===== config.mk =====
export PLATFORM = sky130hd
export DESIGN_NAME = apb_completer_bank
export DESIGN_NICKNAME = d
export VERILOG_FILES = /design/src/rtl/apb_completer_bank.sv
export SDC_FILE = /design/constraint.sdc
export NUM_CORES = 2
export LEC_CHECK = 0
export ABC_AREA = 1
export BUFFER_PORTS_ARGS = -buffer_cell sky130_fd_sc_hd__buf_2
export CORE_MARGIN = 2
export CORE_UTILIZATION = 65
export DETAILED_ROUTE_END_ITERATION = 12
export PLACE_DENSITY_LB_ADDON = 0.08
export SLEW_MARGIN = 20
export SYNTH_ARGS = -nofsm -noshare
export SYNTH_HDL_FRONTEND = slang
export SYNTH_SLANG_ARGS = --single-unit
export TNS_END_PERCENT = 100

===== constraint.sdc =====
create_clock -name PCLK -period 8.1 [get_ports PCLK]
set_input_delay 1.62 -clock PCLK [delete_from_list [all_inputs] [get_ports PCLK]]
set_output_delay 1.62 -clock PCLK [all_outputs]
set_load 0.02 [all_outputs]

===== src/rtl/apb_completer_bank.sv =====
// APB completer bank: NUM_SLV independent DEPTH-word banks with wait states and PSLVERR; APB_PSTRB_EN adds byte strobes.
// PREADY in ACCESS cycle WAIT_STATES+1; requester holds the transfer until PREADY, and dropping all PSELx aborts it.
module apb_completer_bank #(
    parameter int NUM_SLV     = 3,
    parameter int DATA_W      = 32,
    parameter int ADDR_W      = 32,
    parameter int DEPTH       = 16,
    parameter int WAIT_STATES = 0
) (
    input  logic                PCLK,
    input  logic                PRESET,
    input  logic [NUM_SLV-1:0]  PSELx,
    input  logic                PENABLE,
    input  logic                PWRITE,
    input  logic [ADDR_W-1:0]   PADDR,
    input  logic [DATA_W-1:0]   PWDATA,
`ifdef APB_PSTRB_EN
    input  logic [DATA_W/8-1:0] PSTRB,
`endif
    output logic [DATA_W-1:0]   PRDATA,
    output logic                PREADY,
    output logic                PSLVERR
);

    localparam int NB   = DATA_W / 8;
    localparam int BO   = $clog2(NB);
    localparam int WI_W = $clog2(DEPTH);
    localparam int SI_W = (NUM_SLV > 1) ? $clog2(NUM_SLV) : 1;

    typedef enum logic {IDLE, ACCESS} state_t;

    state_t              state_q, state_d;
    logic [3:0]          cnt_q, cnt_d;
    logic [ADDR_W-1:0]   addr_q, addr_d;
    logic [SI_W-1:0]     slv_q, slv_d;
    logic                write_q, write_d;
    logic [DATA_W-1:0]   wdata_q, wdata_d;
    logic                err_q, err_d;
    logic                pready_q, pready_d;
    logic                pslverr_q, pslverr_d;
    logic [DATA_W-1:0]   prdata_q, prdata_d;
`ifdef APB_PSTRB_EN
    logic [NB-1:0]       strb_q, strb_d;
`endif

    logic [DATA_W-1:0]   mem_q [NUM_SLV][DEPTH];

    logic [SI_W-1:0]     sel_idx;
    logic                sel_multi;
    logic                setup_err;
    logic                chg;
    logic [SI_W-1:0]     ld_slv;
    logic [ADDR_W-1:0]   ld_addr;
    logic                ld_write;
    logic                ld_err;
    logic [WI_W-1:0]     ld_word;
    logic [DATA_W-1:0]   ld_rdata;
    logic [WI_W-1:0]     wr_word;
    logic [DATA_W-1:0]   wr_merged;
    logic                we;

    // Lowest set bit wins; a multi-hot select is flagged as an error anyway.
    always_comb begin
        sel_idx = '0;
        for (int i = NUM_SLV - 1; i >= 0; i--) begin
            if (PSELx[i]) sel_idx = SI_W'(i);
        end
    end

    assign sel_multi = (PSELx & (PSELx - 1'b1)) != '0;
    assign setup_err = sel_multi || ((PADDR >> (BO + WI_W)) != '0);
    assign chg       = (PADDR != addr_q) || (PWRITE != write_q) || (PWDATA != wdata_q);

    // Response is sourced from live inputs at SETUP, from the captured copy during ACCESS.
    always_comb begin
        if (state_q == IDLE) begin
            ld_slv   = sel_idx;
            ld_addr  = PADDR;
            ld_write = PWRITE;
            ld_err   = setup_err;
        end else begin
            ld_slv   = slv_q;
            ld_addr  = addr_q;
            ld_write = write_q;
            ld_err   = err_q || chg;
        end
        ld_word  = ld_addr[BO+WI_W-1:BO];
        ld_rdata = (ld_write || ld_err) ? '0 : mem_q[ld_slv][ld_word];
    end

    assign wr_word = addr_q[BO+WI_W-1:BO];

    always_comb begin
        wr_merged = wdata_q;
`ifdef APB_PSTRB_EN
        for (int b = 0; b < NB; b++) begin
            if (!strb_q[b]) wr_merged[b*8 +: 8] = mem_q[slv_q][wr_word][b*8 +: 8];
        end
`endif
    end

    always_comb begin
        state_d   = state_q;
        cnt_d     = cnt_q;
        addr_d    = addr_q;
        slv_d     = slv_q;
        write_d   = write_q;
        wdata_d   = wdata_q;
        err_d     = err_q;
        pready_d  = pready_q;
        pslverr_d = pslverr_q;
        prdata_d  = prdata_q;
`ifdef APB_PSTRB_EN
        strb_d    = strb_q;
`endif
        we        = 1'b0;
        case (state_q)
            IDLE: begin
                pready_d  = 1'b0;
                pslverr_d = 1'b0;
                prdata_d  = '0;
                if (|PSELx && !PENABLE) begin
                    state_d = ACCESS;
                    cnt_d   = 4'(WAIT_STATES);
                    addr_d  = PADDR;
                    slv_d   = sel_idx;
                    write_d = PWRITE;
                    wdata_d = PWDATA;
                    err_d   = setup_err;
`ifdef APB_PSTRB_EN
                    strb_d  = PSTRB;
`endif
                    if (WAIT_STATES == 0) begin
                        pready_d  = 1'b1;
                        pslverr_d = ld_err;
                        prdata_d  = ld_rdata;
                    end
                end
            end
            ACCESS: begin
                err_d = err_q || chg;
                if (PSELx == '0) begin
                    state_d   = IDLE;
                    cnt_d     = '0;
                    pready_d  = 1'b0;
                    pslverr_d = 1'b0;
                    prdata_d  = '0;
                end else if (pready_q && PENABLE && PSELx[slv_q]) begin
                    we        = write_q && !(err_q || chg);
                    state_d   = IDLE;
                    pready_d  = 1'b0;
                    pslverr_d = 1'b0;
                    prdata_d  = '0;
                end else if (cnt_q != '0) begin
                    cnt_d = cnt_q - 4'd1;
                    if (cnt_q == 4'd1) begin
                        pready_d  = 1'b1;
                        pslverr_d = ld_err;
                        prdata_d  = ld_rdata;
                    end
                end
            end
            default: state_d = IDLE;
        endcase
    end

    always_ff @(posedge PCLK) begin
        if (PRESET) begin
            state_q   <= IDLE;
            cnt_q     <= '0;
            addr_q    <= '0;
            slv_q     <= '0;
            write_q   <= 1'b0;
            wdata_q   <= '0;
            err_q     <= 1'b0;
            pready_q  <= 1'b0;
            pslverr_q <= 1'b0;
            prdata_q  <= '0;
`ifdef APB_PSTRB_EN
            strb_q    <= '0;
`endif
        end else begin
            state_q   <= state_d;
            cnt_q     <= cnt_d;
            addr_q    <= addr_d;
            slv_q     <= slv_d;
            write_q   <= write_d;
            wdata_q   <= wdata_d;
            err_q     <= err_d;
            pready_q  <= pready_d;
            pslverr_q <= pslverr_d;
            prdata_q  <= prdata_d;
`ifdef APB_PSTRB_EN
            strb_q    <= strb_d;
`endif
        end
    end

    always_ff @(posedge PCLK) begin
        if (PRESET) begin
            for (int s = 0; s < NUM_SLV; s++) begin
                for (int w = 0; w < DEPTH; w++) begin
                    mem_q[s][w] <= '0;
                end
            end
        end else if (we) begin
            mem_q[slv_q][wr_word] <= wr_merged;
        end
    end

    assign PRDATA  = prdata_q;
    assign PREADY  = pready_q;
    assign PSLVERR = pslverr_q;

endmodule


; ---- Word level (Yosys, flattened, before mapping)
; Memory sizes are Yosys's and may differ from the RTL's.
; Index checks and enable logic that the tools add are counted.
[word_totals]
inputBits = 71
n_memories = 1
ram_bits = 1536
reg_bits = 107
[op_classes]
muxes = 54
n_addsub = 2
bitwise = 4
n_eq_ne = 9
reduce_logical = 21
order_cmp = 4
[mem_list]
columns = name, depth, word_bits, read_ports, rd_ports_with_merged_regs, write_ports, line
row1 = mem_q, 3, 512, 1, 0, 3, 46  ; logic [DATA_W-1:0] mem_q [NUM_SLV][DEPTH];
[op_table]
columns = op, n
row1 = $mux W512, 3
row2 = $reduce_or A512 Y1, 1
row3 = $mux W32, 9
row4 = $bmux W32 S4, 1
row5 = $demux W32 S4, 1
row6 = $ne A32 B32 Y1, 2
row7 = $pmux W32 S2, 1
row8 = $reduce_bool A32 Y1, 1
row9 = $mux W1, 23
row10 = $mux W4, 4
row11 = $ge A5 B5 Y1 const B, 2
row12 = $mux W2, 5
row13 = $not A4 Y5, 2
row14 = $ne A4 B1 Y1 const B, 2
row15 = $pmux W1 S2, 4
row16 = $pmux W4 S2, 1
row17 = $mux W6, 1
row18 = $logic_and A1 B1 Y1, 5
row19 = $logic_or A1 B1 Y1, 5
row20 = $lt A5 B1 Y1 const B, 1
row21 = $eq A4 B1 Y1 const B, 1
row22 = $reduce_and A2 Y1, 2
row23 = $reduce_bool A4 Y1, 1
row24 = $sub A4 B1 Y4 const B, 1
row25 = other kinds (14), 15

; ---- Longest topological paths before layout
[depth]
depth_word = 14
mapped_depth = 16
depth_no_buf = 14

; ---- Worst setup path before layout
; OpenSTA, ideal clock, no wires.
[synth_path]
path_kind = input port to flip-flop
from = input port PSELx[0]
to = memory mem_q[2][100] (netlist bit) (enable)
cell_stages = 11
path_slack_ns = 3.333
setup_time_ns = 0.432
t_arrival_ns = 4.335
path_cell_list = nor2_1 nand2_1 inv_2 nor2_4 nand4_1 nor2_1 nand4_4 buf_2 nor2_1 buf_2 a21oi_1
[synth_lines]
columns = item, line
row1 = "start, declared", 12  ; input logic [NUM_SLV-1:0] PSELx,
row2 = "end, declared", 46

==> results.tsv <==
metric	value	unit
RSZ-0062 raised after global routing	false	
slowest cell delay on critical path	1.13	ns
max cap viols	0	
Worst EP required	8.56	ns
Reg2Reg Depth	11	
final setup vio count	0	
switching power	6.652	mW
CTS H-tree lvls	4	
Comb pwr share	11.6	%
Worst setup SP type	primary input	
CTS tree	done	
Worst Path Max Fanout	33	
Vias	71440	
Max-Slew Margin vs Limit	17.60	%
CTS Buf Count	210	
total negative slack	0	ns
Largest delay share family, worst path	simple AND/OR/NAND/NOR gates	
PostCTS Resize Cnt	0	
Final Slew Violations	0	
initial antenna violation count	6	
Fmax	0.1903	GHz
Reg-to-Reg End	mem_q[0][311]	
Pwr Density	248.2	nW/um2
worst r2r src	wdata_q[18]	
I/O pins	105	
top_reg_cell synth	edfxtp_1	
first element of the critical path	PWDATA[12]	
worst hold path startpoint	PRDATA[8]	
Layout Cells excl Fill	11210	
clock share of power	37.9	%
Yosys warnings	0	
first-pass GRT wire length	440800	um
stages on the worst setup path	11	
Mapped Area	92410	um2
worst path arrival time	5.71	ns
layout cells sized above 1	7.491	%
Synth-to-Final Area Change	11.34	%
Post CTS Setup Buffer Count	0	
GR Overflow Total	0	
Seq cells post-synth	2155	
clk_lat worst skew	0.86	ns
post-synthesis sequential area ratio	68.87	%
DR pass1 iterations	8	
die width	381.1	um
EDFF count, synth	2048	
crit path to	mem_q[0][311]	
wire per inst	27.21	um
sw frac	26.05	%
clock root cell	clkbuf_16	
largest net degree at the start of global routing	197	
Post-route DRC	0	
most frequent cells in the layout	nand2_1, nand3_1, edfxtp_1, nor2_1, conb_1	
CP cell instances	buf_2 > inv_1 > nand2_1 > nand4_1 > nor2_1 > nand2_1 > nor2_1 > nand4_4 > nor3_4 > nand2_2 > nand2_2	
Max clock buf depth	3	
Antenna Violating Nets Remaining	0	
Worst-path clk slew	0.06	ns
fin crit share	64.86	%
synthesized area per cell	10.45	um2
# clock sinks	2155	
crit path time final	5.254	ns
vias in the first global route	66920	
internal power	18.89	mW
clk_skew	0.02769	ns
Layout Nets	9217	
WP buf/inv	2	
hold buffer count at CTS	0	
I/O Buffers	104	
worst vdd ir	0.2238	mV
die area	145200	um2
gpl congestion	0.9057	
die height	381.1	um
via/cell ratio	6.373	
Worst-Margin Slew	1.236	ns
commonest non-fill, non-tap cell in the layout	nand2_1	
Inst Count DP	10820	
P_leak	36.90	nW
sequential power share	50.5	%
async set-reset flop share out of synthesis	0	%
Std-Cell Rows	138	
Final HPWL DP	172800	um
slowest CP cell	nand2_2	
Setup crit end kind	flip-flop	
Mapped Cells	8839	
status	finished clean	
core area	141400	um2
total routed wirelength	305000	um
Final Hold Fails	0	
crit path kind	in -> reg	
initial core utilization	65.35	%
Reg2Reg Setup Slack	3.07	ns
post-synth cell types	38	
HP Class	reg -> reg	
Global Route Usage Sum	41.72	%
Initial DRC Count	12170	
==> worst min-delay path, delay by kind of cell (launching register included) <==
kind / cells / cell delay, ns
AOI/OAI and AO/OA: 1 / 0.05
DFF: 1 / 0.31
and+or+nand+nor: 1 / 0.06
==> logic make-up after synthesis <==
kind of cell / count (synthesis) / share of synthesized area [%]
AND/OR/NAND/NOR: 5572 / 25.74
AO/OA/AOI/OAI: 207 / 1.141
other: 1 / 0.004058
XOR/XNOR: 9 / 0.08531
buffers and inverters: 893 / 4.138
flip-flops: 2155 / 68.87
adder cells (fa/ha/maj): 2 / 0.02708
==> layout make-up <==
class / count / area [um2]
repair buffers: 275 / 2062
clock buffers: 294 / 5868
inverters: 200 / 768.2
multi-input cells: 6302 / 27350
flip-flops and latches: 2155 / 63640
fillers: 10030 / 38530
well taps: 1890 / 2365
diodes: 2 / 5.005
clock inverters: 92 / 827.0
==> worst min path at each step <==
stage	endpoint	slack (ns)	cells after the start
6_report	PRDATA[8]	0.46	2
5_1_grt	PRDATA[8]	0.49	2
4_1_cts	PRDATA[30]	0.46	2
3_5_place_dp	PRDATA[30]	0.45	2
3_3_place_gp	PRDATA[10]	0.45	2
2_1_floorplan	addr_q[21]	0.44	2
==> synthesized netlist by cell type (4+ instances only) <==
cell type,n,area (um2)
nand2_1,2243,8419
nand3_1,2127,10650
edfxtp_1,2048,61500
nor2_1,1159,4350
clkbuf_1,334,1254
buf_2,233,1166
inv_1,192,720.7
a21oi_1,110,550.5
dfxtp_1,107,2142
buf_1,84,315.3
o21ai_0,84,420.4
buf_4,36,270.3
nand4_1,13,81.33
nand2_4,10,112.6
xnor2_1,8,70.07
buf_6,6,67.56
inv_2,6,22.52
o21ai_1,5,25.02
nor4_1,4,25.02
==> through the flow <==
stage | cell area [um2] | hold WS, ns | util [%] | total power, mW | setup slack [ns]
after floorplan | 94330 | 0.4441 | - | 14.85 | 3.333
after global placement | 96120 | 0.4510 | 67.97 | 15.90 | 2.201
after detailed placement | 96150 | 0.4527 | 67.99 | 15.95 | 2.090
after CTS | 102800 | 0.4624 | 72.73 | 25.37 | 2.974
after global routing | 102900 | 0.4873 | 72.75 | 26.12 | 2.746
final | 102900 | 0.4600 | 72.76 | 25.54 | 2.846
==> state kept, by name (all words and copies together), names as in the netlist, 2 cells and up <==
signal / flops
PRDATA: 32
addr_q: 32
cnt_q: 4
mem_q: 2048
slv_q: 2
wdata_q: 32
==> metal layers <==
layer  GRT usage (%)  part of all wire (%)  vias up
met5               0                0.0075        -
met4           23.82                   6.8        4
met3           12.34                    16     1073
met2           61.16                    44     5920
met1           56.07                    34    33990
li1                -                     -    30460
==> power groups by stage <==
stage / clock network, mW / registers [mW] / logic [mW]
final: 9.67 / 12.9 / 2.97
after detailed placement: 0 / 13.1 / 2.82
after global routing: 10.0 / 13.0 / 3.12
after CTS: 9.63 / 12.9 / 2.84
after global placement: 0 / 13.1 / 2.78
after floorplan: 0 / 13.1 / 1.77
Note: power is estimated with default switching activity, not from simulation.
